===== config.mk =====
export PLATFORM = sky130hd
export DESIGN_NAME = gfx_fill_rd_arbiter
export DESIGN_NICKNAME = d
export VERILOG_FILES = /design/src/rtl/gfx_fill_rd_arbiter.sv
export SDC_FILE = /design/constraint.sdc
export NUM_CORES = 1
export LEC_CHECK = 0
export ABC_CLOCK_PERIOD_IN_PS = 5250
export CAP_MARGIN = 30
export CORE_AREA = 8 8 262 264
export CTS_CLUSTER_DIAMETER = 40
export DETAILED_ROUTE_END_ITERATION = 10
export DIE_AREA = 0 0 270 272
export SLEW_MARGIN = 40
export SYNTH_ARGS = -nofsm -noshare
export SYNTH_HDL_FRONTEND = slang
export SYNTH_SLANG_ARGS = --single-unit

===== constraint.sdc =====
create_clock -name clk_i -period 5.25 [get_ports clk_i]
set_input_delay 1.575 -clock clk_i [delete_from_list [all_inputs] [get_ports clk_i]]
set_output_delay 1.575 -clock clk_i [all_outputs]
set_load 0.1 [all_outputs]

===== src/rtl/gfx_fill_rd_arbiter.sv =====
// gfx_fill_rd_arbiter: shares one MDW-wide frame-buffer read port between NREQ
// graphics read requesters (flood fill, blitter source, colour-key fetch).
// Round-robin grant, bus timeout with error return, optional one-line cache.
//
// Build option: define GFX_FILL_RD_CACHE_EN to enable the single-line read
// cache (32-bit tag, MDW line, valid bit). Without it every grant runs a bus
// cycle and inv_i is ignored.
//
// Ports:
//   clk_i, rst_i          clock, synchronous active-high reset
//   req_i[NREQ]           level read request per requester, held until own ack
//   adr_i[32*NREQ]        byte address, requester n at [32n+31:32n]
//   ack_o[NREQ]           one-cycle one-hot read-done pulse
//   err_o                 with ack_o: 1 = bus timeout
//   dat_o[MDW]            read line, valid while ack_o is non-zero
//   inv_i                 pixel write seen; invalidate cached line
//   mem_cyc_o/mem_stb_o   memory bus cycle / strobe (identical)
//   mem_adr_o[32]         line-aligned memory address
//   mem_sel_o[MDW/8]      byte selects, all ones
//   mem_ack_i, mem_dat_i  memory acknowledge and read data
module gfx_fill_rd_arbiter #(
    parameter int unsigned MDW  = 256,
    parameter int unsigned NREQ = 3,
    parameter int unsigned TMO  = 1023
) (
    input  logic                 clk_i,
    input  logic                 rst_i,
    input  logic [NREQ-1:0]      req_i,
    input  logic [32*NREQ-1:0]   adr_i,
    output logic [NREQ-1:0]      ack_o,
    output logic                 err_o,
    output logic [MDW-1:0]       dat_o,
    input  logic                 inv_i,
    output logic                 mem_cyc_o,
    output logic                 mem_stb_o,
    output logic [31:0]          mem_adr_o,
    output logic [MDW/8-1:0]     mem_sel_o,
    input  logic                 mem_ack_i,
    input  logic [MDW-1:0]       mem_dat_i
);

    localparam int unsigned SELW = MDW / 8;
    localparam int unsigned PW   = $clog2(NREQ);
    localparam int unsigned TW   = 10;

    typedef enum logic [1:0] {
        IDLE = 2'd0,
        BUS  = 2'd1,
        RESP = 2'd2
    } state_t;

    state_t          state_q, state_d;
    logic [PW-1:0]   lg_q, lg_d;
    logic [PW-1:0]   g_q, g_d;
    logic [31:0]     la_q, la_d;
    logic [TW-1:0]   tmo_q, tmo_d;
    logic [NREQ-1:0] ack_d;
    logic            err_d;
    logic [MDW-1:0]  dat_d;
    logic            cyc_d;
    logic [31:0]     madr_d;
    logic            fill;

    logic            found;
    logic [PW-1:0]   pick;
    logic [31:0]     pick_la;
    logic            hit;
    logic [MDW-1:0]  hit_line;

    assign mem_stb_o = mem_cyc_o;
    assign mem_sel_o = '1;

    // Round-robin search starting one past the last grant.
    always_comb begin
        int unsigned idx;
        found   = 1'b0;
        pick    = '0;
        pick_la = '0;
        idx     = 0;
        for (int unsigned k = 1; k <= NREQ; k++) begin
            idx = 32'(lg_q) + k;
            if (idx >= NREQ) begin
                idx = idx - NREQ;
            end
            for (int unsigned j = 0; j < NREQ; j++) begin
                if (!found && (j == idx) && req_i[j]) begin
                    found   = 1'b1;
                    pick    = PW'(j);
                    pick_la = adr_i[32*j +: 32] & ~32'(SELW - 1);
                end
            end
        end
    end

    // Next-state and next-output logic.
    always_comb begin
        state_d = state_q;
        lg_d    = lg_q;
        g_d     = g_q;
        la_d    = la_q;
        tmo_d   = tmo_q;
        ack_d   = ack_o;
        err_d   = err_o;
        dat_d   = dat_o;
        cyc_d   = mem_cyc_o;
        madr_d  = mem_adr_o;
        fill    = 1'b0;
        case (state_q)
            IDLE: begin
                if (found) begin
                    lg_d = pick;
                    g_d  = pick;
                    la_d = pick_la;
                    if (hit) begin
                        dat_d   = hit_line;
                        ack_d   = NREQ'(1) << pick;
                        err_d   = 1'b0;
                        state_d = RESP;
                    end else begin
                        madr_d  = pick_la;
                        cyc_d   = 1'b1;
                        tmo_d   = '0;
                        state_d = BUS;
                    end
                end
            end
            BUS: begin
                if (mem_ack_i) begin
                    cyc_d   = 1'b0;
                    dat_d   = mem_dat_i;
                    ack_d   = NREQ'(1) << g_q;
                    err_d   = 1'b0;
                    fill    = 1'b1;
                    state_d = RESP;
                end else if (tmo_q == TW'(TMO)) begin
                    cyc_d   = 1'b0;
                    dat_d   = '0;
                    ack_d   = NREQ'(1) << g_q;
                    err_d   = 1'b1;
                    state_d = RESP;
                end else begin
                    tmo_d = tmo_q + TW'(1);
                end
            end
            RESP: begin
                ack_d   = '0;
                err_d   = 1'b0;
                state_d = IDLE;
            end
            default: begin
                state_d = IDLE;
            end
        endcase
    end

    // State and registered outputs.
    always_ff @(posedge clk_i) begin
        if (rst_i) begin
            state_q   <= IDLE;
            lg_q      <= PW'(NREQ - 1);
            g_q       <= '0;
            la_q      <= '0;
            tmo_q     <= '0;
            ack_o     <= '0;
            err_o     <= 1'b0;
            dat_o     <= '0;
            mem_cyc_o <= 1'b0;
            mem_adr_o <= '0;
        end else begin
            state_q   <= state_d;
            lg_q      <= lg_d;
            g_q       <= g_d;
            la_q      <= la_d;
            tmo_q     <= tmo_d;
            ack_o     <= ack_d;
            err_o     <= err_d;
            dat_o     <= dat_d;
            mem_cyc_o <= cyc_d;
            mem_adr_o <= madr_d;
        end
    end

`ifdef GFX_FILL_RD_CACHE_EN
    logic            cv_q;
    logic [31:0]     ctag_q;
    logic [MDW-1:0]  cline_q;

    assign hit      = cv_q && (ctag_q == pick_la);
    assign hit_line = cline_q;

    // Line cache; an invalidate beats a coincident fill.
    always_ff @(posedge clk_i) begin
        if (rst_i) begin
            cv_q    <= 1'b0;
            ctag_q  <= '0;
            cline_q <= '0;
        end else begin
            if (fill) begin
                ctag_q  <= la_q;
                cline_q <= mem_dat_i;
            end
            if (inv_i) begin
                cv_q <= 1'b0;
            end else if (fill) begin
                cv_q <= 1'b1;
            end
        end
    end
`else
    logic unused_nocache;

    assign hit            = 1'b0;
    assign hit_line       = '0;
    assign unused_nocache = ^{inv_i, fill, la_q};
`endif

endmodule


==> impl_metrics.ini <==
[die]
die_h_um = 272
rows = 94
coreArea_mm2 = 0.0648
chipWidth_um = 270
dieArea_mm2 = 0.0734
start_util_pct = 19.1
ioPinCount = 685

[worst_setup_path]
cp_max_fo = 15
reg2reg_from = lg_q[0]$_SDFFE_PP0P_
r2r_end = mem_adr_o[21]$_SDFFE_PP0P_
cp.required_ps = 5770
critPathArrivalTime_ps = 4330
endpoint = mem_adr_o[21]$_SDFFE_PP0P_
cp.depth = 8
worst-setup-path-type = in -> reg
cp.buffers_inverters = 2
cp-end-kind = register
slowest_delay_ps = 690
critPathLaunch = req_i[1]
critPathLaunchType = primary input
cp_top_family = compound AO/OA/AOI/OAI gates
critPathSlowestCell = a21oi_2
path_cells = clkdlybuf4s50_1 -> nand2b_2 -> o21ai_2 -> a21oi_2 -> buf_4 -> o21ai_0 -> a31oi_1 -> a22o_1
reg2reg_slack_ps = 2150
ff2ff_path_depth = 9

[run]
drv_cap = 0

[clocking]
cts_tree = yes
cts.reportedPaths.clkPinSlew_ps = 50
root_buffer = clkbuf_16
cts.path.max_buffers = 3
cts.sinks = 303
post_cts.repair.setup_buffers = 0
cts_buffers = 55
insertion_delay_ps = 590
post_cts_resized = 0
cts-hold-fix-buffers = 0
ctsHtreeMaxLevel = 2

[place]
gp_congestion = 0.853
port_buffers = 631
dp_hpwl_um = 40600
dpl.cell_count = 2802
post-place-ws_ps = 795

[timing]
setup_slack_ps = 1440
fmax_mhz = 262
rsz0062_at_grt = false
skew_ps = 14.6
period_share_pct = 72.6
setup_violations = 0
period_needed_ps = 3810
tns_ps = 0
drv_slew = 0
hold_violations = 0
slew_headroom_pct = 43.4
tightest_slew_ps = 849

[synthesis]
yosys_warnings = 0
syn_inst = 1421
syn_area_mm2 = 0.0124
async_flop_share_pct = 0
yosys.area.top_type_share_pct = 48.9
synthTopCellsByArea = dfxtp_1 49%, a22oi_1 16%, nor2_1 9.4%, clkbuf_1 2.5%, buf_4 2.4%
postSynthAreaPerCell_um2 = 8.73
ys_types = 59
synth_most_common_cell = nor2_1
ys_seq_elements = 303
yosysTopAreaCell = dfxtp_1
synth_edf_count = 0
yosys-top-cells-count = 311 x nor2_1, 303 x dfxtp_1, 264 x a22oi_1, 82 x clkbuf_1, 65 x nand2_1
yosysSeqAreaShare_pct = 48.9
ys.flop_type = dfxtp_1

[cells_and_area]
final_cells = 2905
syn_to_final_growth_pct = 60.2
nets = 2361
drive_gt1_share_pct = 22.3

[route]
viasPerCell = 4.63
drc_errors = 0
wl_met3_um = 4970
drt_first_pass_iters = 7
met2_length_um = 27600
finalWirelength_um = 55300
drt_iter0_drc = 1147
vias = 13454
routedWlPerCell_um = 19.0
antenna_left = 0
met1_length_um = 21200
highest_layer = met5

[hold_path]
hp-class = reg -> reg
min_from = mem_adr_o[12]$_SDFFE_PP0P_

[grt]
grt_usage_pct = 14.0
grt_overflow = 0
grt_pass1_vias = 13612
grt_first_pass_wirelength_um = 83300
grt_max_degree = 132
antenna_found_initial = 3

[power]
p_leak_nw = 8.25
power.density_mw_per_mm2 = 600
vdd_drop_max_mv = 0.376

[outcome]
status = finished, final reports clean
==> worst min-delay path by stage <==
stage,to,slack [ps],depth (start not counted)
2_1_floorplan,tmo_q[9]$_SDFFE_PP0P_,450,1
3_3_place_gp,tmo_q[9]$_SDFFE_PP0P_,470,1
3_5_place_dp,mem_adr_o[25]$_SDFFE_PP0P_,460,1
4_1_cts,mem_adr_o[25]$_SDFFE_PP0P_,480,1
5_1_grt,mem_adr_o[21]$_SDFFE_PP0P_,500,1
6_report,mem_adr_o[12]$_SDFFE_PP0P_,480,1
==> worst reg2reg max path, stage by stage, from the launching register on <==
cell,delay [ps]
dfxtp_1,400
inv_1,130
ha_1,370
nand2b_2,320
o21ai_2,270
a21oi_2,690
buf_4,340
o21ai_0,120
a31oi_1,240
a22o_1,150
==> per-layer routing <==
metal  global-route usage, %  vias to the layer above
met5                       0                        -
met4                    4.41                        2
met3                    4.54                      103
met2                    24.6                      702
met1                    16.0                     6389
li1                        -                     6258
==> report_power, final <==
part / total (W) / switching, W / internal [W]
sequential: 0.00284 / 0.000190 / 0.00265
clock: 0.00368 / 0.00129 / 0.00239
combinational: 0.00542 / 0.00414 / 0.00128
==> area by class of cell <==
cell class,count,area (µm²)
fill,6810,44900
tap,864,1080
sequential,303,6070
clock buffer,62,1440
antenna,2,5.00
clock inverter,37,475
timing repair buffer,655,5160
multi-input combinational,978,5630
inverter,4,15.0
==> stage by stage <==
stage          total power [W]  cell area (µm²)  utilization [%]  hold WS (ps)
6_report                0.0119            19900             30.7           476
5_1_grt                 0.0124            19900             30.7           502
4_1_cts                 0.0120            19800             30.6           481
3_5_place_dp           0.00827            17900             27.6           464
3_3_place_gp           0.00851            19300             29.8           468
2_1_floorplan          0.00707            12500                -           449
==> cell usage in the layout, fill, tap and decap left out, drive strengths merged, types with 7 or more instances in the layout <==
| cell type | count |
|---|---|
| conb | 37 |
| a31oi | 22 |
| nor2 | 315 |
| a22oi | 265 |
| bufinv | 8 |
| nor4 | 12 |
| clkbuf | 62 |
| clkdlybuf4s50 | 341 |
| inv | 14 |
| o221a | 18 |
| o22ai | 26 |
| and3 | 16 |
| nand3 | 7 |
| nand2 | 66 |
| a22o | 9 |
| a211oi | 13 |
| o21ai | 40 |
| a21oi | 53 |
| clkinv | 14 |
| dfxtp | 303 |
| nor3 | 12 |
| nand2b | 7 |
| buf | 314 |
| a221oi | 8 |
| o2bb2ai | 9 |
==> kinds of logic (layout without fill, tap and decap cells) <==
kind of cell,after synthesis,count (layout),share of synthesized area (%)
AOI/OAI and AO/OA,478,478,28.0
adders and majority gates,5,5,0.504
buffers and inverters,175,758,7.06
DFF,303,303,48.9
muxes,1,1,0.0807
other,2,39,0.0605
and+or+nand+nor,457,457,15.4
==> registers in the layout, indices dropped and copies added (netlist names) <==
signal and cells:
dat_o 256, mem_adr_o 27, tmo_q 10, ack_o 3, lg_q 2, state_q 2
err_o 1, g_q 1, mem_cyc_o 1
No activity file was read; power rests on OpenSTA's default activity.
